==> config.mk <==
export PLATFORM = sky130hd
export DESIGN_NAME = wb_trace_buffer
export DESIGN_NICKNAME = d
export VERILOG_FILES = /design/src/rtl/wb_trace_buffer_pkg.sv /design/src/rtl/wb_trace_buffer_trace_fifo.sv /design/src/rtl/wb_trace_buffer.sv
export SDC_FILE = /design/constraint.sdc
export NUM_CORES = 1
export LEC_CHECK = 0
export CORE_AREA = 4 4 200 241
export DETAILED_ROUTE_END_ITERATION = 16
export DIE_AREA = 0 0 204 245
export PLACE_DENSITY_LB_ADDON = 0.1
export SKIP_CTS_REPAIR_TIMING = 1
export SLEW_MARGIN = 40
export SYNTH_ARGS = -nofsm -noshare
export SYNTH_HDL_FRONTEND = slang
export SYNTH_SLANG_ARGS = --single-unit
==> constraint.sdc <==
create_clock -name clk -period 9.7 [get_ports clk]
set_input_delay 1.455 -clock clk [delete_from_list [all_inputs] [get_ports clk]]
set_output_delay 1.455 -clock clk [all_outputs]
set_load 0.005 [all_outputs]
==> src/rtl/wb_trace_buffer_pkg.sv <==
// wb_trace_buffer_pkg
//   Shared constants and helpers for the writeback trace buffer.
//   RV_NOP / RV_EBREAK are the canonical RV32I encodings. is_bubble() flags the
//   encodings that carry no architectural work: an all-zero slot and the
//   canonical nop (addi x0, x0, 0).
package wb_trace_buffer_pkg;

  localparam logic [31:0] RV_ZERO   = 32'h00000000;
  localparam logic [31:0] RV_NOP    = 32'h00000013;
  localparam logic [31:0] RV_EBREAK = 32'h00100073;

  function automatic logic is_bubble(input logic [31:0] inst);
    return (inst == RV_ZERO) || (inst == RV_NOP);
  endfunction

endpackage

==> src/rtl/wb_trace_buffer_trace_fifo.sv <==
// wb_trace_buffer_trace_fifo
//   Circular first-word-fall-through FIFO holding trace entries.
//   Ports:
//     clk      in   rising-edge clock
//     reset    in   asynchronous active-high reset (pointers only)
//     i_push   in   write i_wdata at the tail
//     i_wdata  in   entry to write
//     i_pop    in   consume the head entry
//     o_rdata  out  head entry (combinational from storage)
//     o_valid  out  at least one entry held
//     o_full   out  DEPTH entries held
//     o_count  out  occupied entries, 0..DEPTH
//   A push while full is only taken when a pop happens in the same cycle; the
//   written slot is the one the pop vacates.
module wb_trace_buffer_trace_fifo #(
  parameter int unsigned DEPTH = 8,
  parameter int unsigned WIDTH = 48
) (
  input  logic                     clk,
  input  logic                     reset,
  input  logic                     i_push,
  input  logic [WIDTH-1:0]         i_wdata,
  input  logic                     i_pop,
  output logic [WIDTH-1:0]         o_rdata,
  output logic                     o_valid,
  output logic                     o_full,
  output logic [$clog2(DEPTH):0]   o_count
);

  localparam int unsigned AW      = $clog2(DEPTH);
  localparam logic [AW:0] PTR_ONE = 1;

  // Pointers carry one extra wrap bit so full and empty are distinguishable.
  logic [AW:0]      r_wr_ptr;
  logic [AW:0]      r_rd_ptr;
  logic [WIDTH-1:0] r_mem [DEPTH];

  logic w_pop;
  logic w_push;

  assign o_valid = (r_wr_ptr != r_rd_ptr);
  assign o_full  = (r_wr_ptr[AW] != r_rd_ptr[AW]) &&
                   (r_wr_ptr[AW-1:0] == r_rd_ptr[AW-1:0]);
  assign o_count = r_wr_ptr - r_rd_ptr;
  assign o_rdata = r_mem[r_rd_ptr[AW-1:0]];

  assign w_pop  = i_pop & o_valid;
  assign w_push = i_push & (~o_full | w_pop);

  always_ff @(posedge clk or posedge reset) begin
    if (reset) begin
      r_wr_ptr <= '0;
      r_rd_ptr <= '0;
    end else begin
      if (w_push) r_wr_ptr <= r_wr_ptr + PTR_ONE;
      if (w_pop)  r_rd_ptr <= r_rd_ptr + PTR_ONE;
    end
  end

  // Storage needs no reset: a slot is only read after it has been written.
  always_ff @(posedge clk) begin
    if (w_push) r_mem[r_wr_ptr[AW-1:0]] <= i_wdata;
  end

endmodule

==> src/rtl/wb_trace_buffer.sv <==
// wb_trace_buffer
//   Retirement trace buffer on the CPU writeback stream. Captures each real
//   instruction with a sequence tag into a circular FIFO, stops after the halt
//   instruction, and drains through a ready/valid read port.
//   Ports:
//     clk       in   rising-edge clock
//     reset     in   asynchronous active-high reset
//     go        in   capture enable
//     wb_inst   in   instruction in WB this cycle
//     rd_ready  in   consumer takes the head entry
//     rd_valid  out  head entry available
//     rd_inst   out  head instruction, 0 when empty
//     rd_seq    out  head sequence tag, 0 when empty
//     count     out  occupied entries
//     drop_cnt  out  captures lost to a full buffer (saturating)
//     overflow  out  sticky: at least one drop
//     halted    out  sticky: HALT_INST captured
module wb_trace_buffer
  import wb_trace_buffer_pkg::*;
#(
  parameter int unsigned DEPTH        = 8,
  parameter int unsigned SEQ_W        = 16,
  parameter int unsigned SKIP_BUBBLES = 1,
  parameter logic [31:0] HALT_INST    = RV_EBREAK
) (
  input  logic                   clk,
  input  logic                   reset,
  input  logic                   go,
  input  logic [31:0]            wb_inst,
  input  logic                   rd_ready,
  output logic                   rd_valid,
  output logic [31:0]            rd_inst,
  output logic [SEQ_W-1:0]       rd_seq,
  output logic [$clog2(DEPTH):0] count,
  output logic [15:0]            drop_cnt,
  output logic                   overflow,
  output logic                   halted
);

  localparam int unsigned        WIDTH   = 32 + SEQ_W;
  localparam logic [SEQ_W-1:0]   SEQ_ONE = 1;

  logic [SEQ_W-1:0] r_seq_next;
  logic [15:0]      r_drop_cnt;
  logic             r_overflow;
  logic             r_halted;

  logic             w_bubble;
  logic             w_cap;
  logic             w_pop;
  logic             w_full;
  logic             w_valid;
  logic             w_store;
  logic             w_drop;
  logic [WIDTH-1:0] w_rdata;

  assign w_bubble = (SKIP_BUBBLES != 0) && is_bubble(wb_inst);
  assign w_cap    = go & ~r_halted & ~w_bubble;
  assign w_pop    = w_valid & rd_ready;
  assign w_store  = w_cap & (~w_full | w_pop);
  assign w_drop   = w_cap & w_full & ~w_pop;

  wb_trace_buffer_trace_fifo #(
    .DEPTH (DEPTH),
    .WIDTH (WIDTH)
  ) u_fifo (
    .clk     (clk),
    .reset   (reset),
    .i_push  (w_store),
    .i_wdata ({wb_inst, r_seq_next}),
    .i_pop   (w_pop),
    .o_rdata (w_rdata),
    .o_valid (w_valid),
    .o_full  (w_full),
    .o_count (count)
  );

  // Every capture consumes a tag, stored or not, so drops show as tag gaps.
  always_ff @(posedge clk or posedge reset) begin
    if (reset) begin
      r_seq_next <= '0;
      r_drop_cnt <= '0;
      r_overflow <= 1'b0;
      r_halted   <= 1'b0;
    end else begin
      if (w_cap) r_seq_next <= r_seq_next + SEQ_ONE;
      if (w_drop) begin
        r_overflow <= 1'b1;
        if (r_drop_cnt != 16'hFFFF) r_drop_cnt <= r_drop_cnt + 16'd1;
      end
      if (w_cap && (wb_inst == HALT_INST)) r_halted <= 1'b1;
    end
  end

  assign rd_valid = w_valid;
  assign rd_inst  = w_valid ? w_rdata[WIDTH-1 -: 32] : 32'h0;
  assign rd_seq   = w_valid ? w_rdata[SEQ_W-1:0] : '0;
  assign drop_cnt = r_drop_cnt;
  assign overflow = r_overflow;
  assign halted   = r_halted;

endmodule
==> impl_metrics.env, run 1 <==
export IMPL_path_cells="buf_6 -> buf_4 -> mux4_2 -> nand2_1 -> a21oi_1 -> clkdlybuf4s50_1"
export IMPL_synth_yosys_seq_area_share_pct=74.87
export IMPL_dpl_hpwl_um=19950
export IMPL_timing_setup_critical_path_class="reg2out"
export IMPL_power_density_cell_area_nw_per_um2=307.0
export IMPL_remaining_drc_errors=0
export IMPL_final_net_count=1052
export IMPL_synth_top_cell_by_area="sky130_fd_sc_hd__edfxtp_1"
export IMPL_cts_path_max_buffers=3
export IMPL_synth_cell_area_um2=16810
export IMPL_global_route_congestion_overflow_total=0
export IMPL_pre_cts_ws_ns=4.542
export IMPL_drt_via_density=5.071
export IMPL_clock_sinks=426
export IMPL_syn_inst=879
export IMPL_finalWeightedCongestion=0.7307
export IMPL_synth_async_sr_flop_share_pct=9.859
export IMPL_setup_worst_path_start_class="register"
export IMPL_grt_pass1_wl_um=58680
export IMPL_setup_viol=0
export IMPL_mean_cell_area_of_the_mapped_netlist_um2=19.12
export IMPL_timing_rr_start="u_fifo.r_rd_ptr[1]$_DFFE_PP0P_"
export IMPL_drv_slew=0
export IMPL_post_route_cells_drive_above_1_share_pct=20.15
export IMPL_grt_usage_pct=15.59
export IMPL_required_ns=8.25
export IMPL_synth_most_common_cell="sky130_fd_sc_hd__edfxtp_1"
export IMPL_synthesis_nets=923
export IMPL_cp_top_family="buffers and inverters"
export IMPL_grt_util_met1_pct=21.26
export IMPL_netlist_top_cells_area="sky130_fd_sc_hd__edfxtp_1, sky130_fd_sc_hd__mux4_2, sky130_fd_sc_hd__dfrtp_1, sky130_fd_sc_hd__nand2_1, sky130_fd_sc_hd__a21oi_1"
export IMPL_status="complete, no violations"
export IMPL_cp_buffers_inverters=3
export IMPL_synthesis_yosys_warnings=0
export IMPL_hold_end="overflow$_DFFE_PP0P_"
export IMPL_count_of_final_hold_check_violations=0
export IMPL_slew_headroom_pct=46.54
export IMPL_maxCapViolations=0
export IMPL_final_min_period_over_clock_period_pct=56.80
export IMPL_timing_hold_worst_start="overflow$_DFFE_PP0P_"
export IMPL_antenna_diode_count=0
export IMPL_postSynthRegisterBits=426
export IMPL_top_level_port_count=107
export IMPL_worst_r2r_endpoint="u_fifo.r_mem[6][8]$_DFFE_PP_"
export IMPL_layout_filler_cells=4008
export IMPL_route_detailed_wl_per_inst_um=23.45
export IMPL_leakagePower_nw=6.678
export IMPL_commonest_cells_in_the_synthesized_netlist="sky130_fd_sc_hd__edfxtp_1, sky130_fd_sc_hd__nand2_1, sky130_fd_sc_hd__mux4_2, sky130_fd_sc_hd__a21oi_1, sky130_fd_sc_hd__dfrtp_1"
export IMPL_count_of_flip_flops_with_a_built_in_enable_after_synthesis=384
export IMPL_tritoncts_num_buffers=44
export IMPL_io_buffers=106
export IMPL_worst_r2r_setup_slack_ns=5.84
export IMPL_grt_pass1_vias=9098
export IMPL_met2_usage_pct=26.53
export IMPL_die_width_um=204
export IMPL_vdd_ir_drop_max_uv=163.2
export IMPL_arrival_ns=4.06
export IMPL_cts_tree="built"
export IMPL_number_of_distinct_library_cells_after_synthesis=48
export IMPL_depth_of_the_cts_h_tree=2
export IMPL_clk_root_buffer_cell="sky130_fd_sc_hd__clkbuf_16"
export IMPL_clkLatencyLatePin_ns=0.55
export IMPL_cts_clk_slew_worst_paths_ns=0.06
export IMPL_synthDominantCellAreaShare_pct=68.61
export IMPL_ff2ff_path_depth=7
export IMPL_final_design_area_no_fill_um2=20100
export IMPL_met3_usage_pct=2.537
export IMPL_whs_path_depth=1
export IMPL_area_delta_synth_final_pct=19.60
export IMPL_hold_class="reg2reg"
export IMPL_rsz_0062_raised_after_global_routing="false"
export IMPL_setup_ws_ns=4.190
export IMPL_max_freq_mhz=181.5
export IMPL_area_of_the_die_um2=49980
export IMPL_initial_core_util_pct=36.75
export IMPL_critical_path_peak_fanout=41
export IMPL_floorplan_core_area_um2=45730
export IMPL_row_count=86
export IMPL_drt_antenna_violating_nets=0
export IMPL_layout_min_cycle_time_ns=5.510
export IMPL_tightestPinTransition_ns=0.7957
export IMPL_largest_net_degree_at_the_start_of_global_routing=67
export IMPL_dominantRegCellSynth="sky130_fd_sc_hd__edfxtp_1"
export IMPL_drt_pre_antenna_iters=4
export IMPL_setup_worst_path_end_class="primary output"
export IMPL_grt_antenna_before_repair=0
export IMPL_routed_via_count=8408
export IMPL_grt_most_used_layer="met2"
export IMPL_wirelength_um=38870
export IMPL_finalHoldWorstSlack_ns=0.4573
export IMPL_detailedRoute_firstIterationViolations=402
export IMPL_clock_skew_ns=0.01770
export IMPL_critical_path_max_stage_delay_ns=0.87
export IMPL_fin_setup_tns_ns=0
export IMPL_die_y_um=245
export IMPL_placed_instance_area_um2=18710
export IMPL_crit_slowest_cell="sky130_fd_sc_hd__dfrtp_4"
stage by stage:
stage	util, %	instances	power, W
3_5_place_dp	40.91	1578	0.004650
4_1_cts	43.95	1658	0.006304
5_1_grt	43.95	1658	0.006520
3_3_place_gp	40.75	1576	0.004639
6_report	43.95	1658	0.006171
2_1_floorplan	-	879	0.003624
per-layer routing:
metal	routed length, um	vias up
met4	587	0
met3	1511	41
met1	17150	4446
met5	0	-
met2	19630	166
li1	-	3755
layout make-up:
class | instances | area, um2 | area share [%]
sequential | 426 | 12590 | 62.64
multi-input combinational | 402 | 4054 | 20.17
timing repair buffer | 124 | 1255 | 6.244
clock buffer | 52 | 1152 | 5.733
tap | 616 | 770.7 | 3.835
clock inverter | 28 | 236.5 | 1.177
inverter | 10 | 40.04 | 0.1992
cells in the final DEF, fill, tap and decap left out, types with 11 or more instances in the layout:
cell	netlist	layout
sky130_fd_sc_hd__clkdlybuf4s50_1	0	106
sky130_fd_sc_hd__xor2_1	21	21
sky130_fd_sc_hd__a21oi_1	49	49
sky130_fd_sc_hd__dfrtp_1	42	39
sky130_fd_sc_hd__nand2_1	112	112
sky130_fd_sc_hd__clkinv_1	0	11
sky130_fd_sc_hd__mux4_2	96	96
sky130_fd_sc_hd__nand4_1	13	13
sky130_fd_sc_hd__clkbuf_16	0	45
sky130_fd_sc_hd__xnor2_1	18	18
sky130_fd_sc_hd__edfxtp_1	384	384
worst max-delay path by stage:
| stage | slack (ns) | startpoint | endpoint | depth (start not counted) |
|---|---|---|---|---|
| 2_1_floorplan | 3.41 | wb_inst[4] | u_fifo.r_mem[0][0]$_DFFE_PP_ | 5 |
| 3_3_place_gp | 4.32 | u_fifo.r_rd_ptr[0]$_DFFE_PP0P_ | rd_seq[6] | 6 |
| 3_5_place_dp | 4.54 | wb_inst[19] | u_fifo.r_mem[6][28]$_DFFE_PP_ | 7 |
| 4_1_cts | 4.03 | u_fifo.r_rd_ptr[0]$_DFFE_PP0P_ | rd_seq[6] | 6 |
| 5_1_grt | 3.82 | u_fifo.r_rd_ptr[0]$_DFFE_PP0P_ | rd_seq[6] | 6 |
| 6_report | 4.19 | u_fifo.r_rd_ptr[0]$_DFFE_PP0P_ | rd_seq[6] | 6 |
power breakdown:
group | internal, W | leakage (nW) | switching, W
sequential | 0.00233 | 4.01 | 0.000190
combinational | 0.00103 | 1.98 | 0.000988
clock | 0.000955 | 0.684 | 0.000680
total | 0.00431 | 6.68 | 0.00186
worst register-to-register path: stages, from the launching register on:
cell and delay (ns):
sky130_fd_sc_hd__dfrtp_4 0.84, sky130_fd_sc_hd__inv_1 0.10, sky130_fd_sc_hd__ha_1 0.33, sky130_fd_sc_hd__nand3_1 0.19
sky130_fd_sc_hd__nor3_2 0.15, sky130_fd_sc_hd__or4_1 0.69, sky130_fd_sc_hd__nor2_4 0.50, sky130_fd_sc_hd__buf_4 0.66
sequential cells by signal, summed over array words and instances, names as in the netlist:
name,cells
u_fifo.r_mem,384
drop_cnt,16
r_seq_next,16
u_fifo.r_rd_ptr,4
u_fifo.r_wr_ptr,4
halted,1
overflow,1
kinds of logic after synthesis:
logic type	Yosys count	synth area share, %
compound gates	58	2.025
xor+xnor	39	2.032
fa+ha+maj	8	0.6402
buf+inv	51	1.392
flops	426	74.87
mux	98	13.00
simple gates	199	6.045
(Power assumes the default switching activity.)
==> run 2: changes to the inputs <==
==> constraint.sdc (replaced) <==
create_clock -name clk -period 5.7 [get_ports clk]
set_input_delay 0.855 -clock clk [delete_from_list [all_inputs] [get_ports clk]]
set_output_delay 0.855 -clock clk [all_outputs]
set_load 0.005 [all_outputs]
==> run 2 against run 1 <==
Against the previous run:
- sequential power increased by 67%
- die area unchanged
- clock-buffer cell count increased by 12
- routed wire length decreased by 0.94%
- non-clock buffer count increased by 5
- utilization increased by 0.20 points
- clock skew decreased by 0.0061 ns
- first-iteration DRC count increased by 21%
- critical path depth unchanged
- worst setup slack got worse by 2.5 ns
==> impl_metrics.env, run 2 (synthesis results as in run 1) <==
export IMPL_wirelength_um=38510
export IMPL_setup_ws_ns=1.708
export IMPL_leakagePower_nw=6.709
export IMPL_finalWeightedCongestion=0.6934
export IMPL_die_y_um=245
export IMPL_final_design_area_no_fill_um2=20190
export IMPL_cts_path_max_buffers=3
export IMPL_initial_core_util_pct=36.75
export IMPL_critical_path_peak_fanout=59
export IMPL_vdd_ir_drop_max_uv=348.3
export IMPL_floorplan_core_area_um2=45730
export IMPL_whs_path_depth=1
export IMPL_detailedRoute_firstIterationViolations=485
export IMPL_post_route_cells_drive_above_1_share_pct=20.46
export IMPL_row_count=86
export IMPL_slew_headroom_pct=45.92
export IMPL_flip_flop_count_of_the_largest_register_after_layout=384
export IMPL_ff2ff_path_depth=7
export IMPL_io_buffers=106
export IMPL_drt_via_density=5.100
export IMPL_required_ns=4.85
export IMPL_antenna_diode_count=0
export IMPL_layout_commonest_cell="sky130_fd_sc_hd__edfxtp_1"
export IMPL_setup_worst_path_start_class="register"
export IMPL_power_density_cell_area_nw_per_um2=520.9
export IMPL_mostFrequentLayoutCells="sky130_fd_sc_hd__edfxtp_1, sky130_fd_sc_hd__nand2_1, sky130_fd_sc_hd__clkdlybuf4s50_1, sky130_fd_sc_hd__mux4_2, sky130_fd_sc_hd__a21oi_1"
export IMPL_area_delta_synth_final_pct=20.13
export IMPL_drt_antenna_violating_nets=0
export IMPL_clkLatencyLatePin_ns=0.54
export IMPL_depth_of_the_cts_h_tree=2
export IMPL_final_net_count=1058
export IMPL_die_width_um=204
export IMPL_cts_clk_slew_worst_paths_ns=0.06
export IMPL_top_level_port_count=107
export IMPL_hold_class="reg2reg"
export IMPL_clock_sinks=426
export IMPL_grt_pass1_vias=9269
export IMPL_grt_pass1_wl_um=59360
export IMPL_remaining_drc_errors=0
export IMPL_timing_rr_start="u_fifo.r_rd_ptr[1]$_DFFE_PP0P_"
export IMPL_drv_slew=0
export IMPL_arrival_ns=3.14
export IMPL_clock_skew_ns=0.01157
export IMPL_status="complete, no violations"
export IMPL_maxCapViolations=0
export IMPL_worst_r2r_endpoint="u_fifo.r_mem[2][15]$_DFFE_PP_"
export IMPL_timing_hold_worst_start="u_fifo.r_rd_ptr[3]$_DFFE_PP0P_"
export IMPL_tritoncts_num_buffers=45
export IMPL_setup_worst_path_end_class="primary output"
export IMPL_placed_instance_area_um2=18820
export IMPL_route_detailed_wl_per_inst_um=23.10
export IMPL_drt_pre_antenna_iters=4
export IMPL_rsz_0062_raised_after_global_routing="false"
export IMPL_layout_min_cycle_time_ns=3.992
export IMPL_fin_setup_tns_ns=0
export IMPL_max_freq_mhz=250.5
export IMPL_global_route_congestion_overflow_total=0
export IMPL_timing_setup_critical_path_class="reg2out"
export IMPL_grt_usage_pct=15.65
export IMPL_hold_end="u_fifo.r_rd_ptr[3]$_DFFE_PP0P_"
export IMPL_count_of_final_hold_check_violations=0
export IMPL_grt_antenna_before_repair=0
export IMPL_setup_viol=0
export IMPL_finalHoldWorstSlack_ns=0.4843
export IMPL_worst_r2r_setup_slack_ns=2.30
export IMPL_area_of_the_die_um2=49980
export IMPL_pre_cts_ws_ns=1.087
export IMPL_routed_via_count=8501
export IMPL_cts_tree="built"
export IMPL_final_min_period_over_clock_period_pct=70.03
export IMPL_dpl_hpwl_um=21840
export IMPL_largest_net_degree_at_the_start_of_global_routing=60
export IMPL_tightestPinTransition_ns=0.8112
export IMPL_clk_root_buffer_cell="sky130_fd_sc_hd__clkbuf_16"
-- run 2: cell count changes in the layout (fill, tap and decap cells not counted), sizes merged --
cell / before / now
inv: 11 / 12
clkinvlp: 1 / 3
buf: 18 / 23
bufinv: 4 / 0
clkbuf: 52 / 64
clkinv: 22 / 15
-- run 2: power by group --
part / internal [W] / switching (W)
combinational: 0.00181 / 0.00180
clock: 0.00153 / 0.00117
sequential: 0.00396 / 0.000236
total: 0.00731 / 0.00321
-- run 2: layer usage --
metal | GRT usage (%) | routed length [um] | up-vias
met5 | 0 | 0 | -
met4 | 3.923 | 760 | 0
met3 | 2.511 | 1498 | 57
met2 | 26.22 | 18950 | 187
met1 | 21.62 | 17300 | 4488
li1 | - | - | 3769
-- run 2: worst max-delay path by stage --
stage	startpoint	to	slack, ns	cells past startpoint
6_report	u_fifo.r_rd_ptr[0]$_DFFE_PP0P_	rd_seq[6]	1.71	6
3_3_place_gp	wb_inst[21]	u_fifo.r_mem[2][13]$_DFFE_PP_	1.13	7
5_1_grt	u_fifo.r_rd_ptr[0]$_DFFE_PP0P_	rd_seq[6]	1.49	6
4_1_cts	u_fifo.r_rd_ptr[0]$_DFFE_PP0P_	rd_seq[9]	1.60	6
3_5_place_dp	wb_inst[29]	u_fifo.r_mem[2][13]$_DFFE_PP_	1.09	7
2_1_floorplan	u_fifo.r_rd_ptr[1]$_DFFE_PP0P_	u_fifo.r_mem[7][0]$_DFFE_PP_	0.76	8
-- run 2: layout make-up --
cell class,count,area [um2]
fill,3990,25540
sequential,426,12590
multi-input combinational,402,4066
timing repair buffer,129,1364
clock buffer,64,1250
tap,616,770.7
clock inverter,20,107.6
inverter,10,40.04
-- run 2: stage by stage --
stage	util (%)	std cells	total power (W)
CTS	44.12	1666	0.01073
detailed placement	41.15	1582	0.007987
global route	44.15	1667	0.01111
floorplan	-	879	0.006163
finish	44.15	1667	0.01052
global placement	40.97	1578	0.007924
-- run 2: critical path, cell delays in order, from the launching register on --
cell                              delay [ns]
sky130_fd_sc_hd__dfrtp_4                0.43
sky130_fd_sc_hd__buf_12                 0.31
sky130_fd_sc_hd__buf_16                 0.45
sky130_fd_sc_hd__mux4_2                 0.32
sky130_fd_sc_hd__nand2_1                0.06
sky130_fd_sc_hd__a21oi_1                0.38
sky130_fd_sc_hd__clkdlybuf4s50_1        0.59
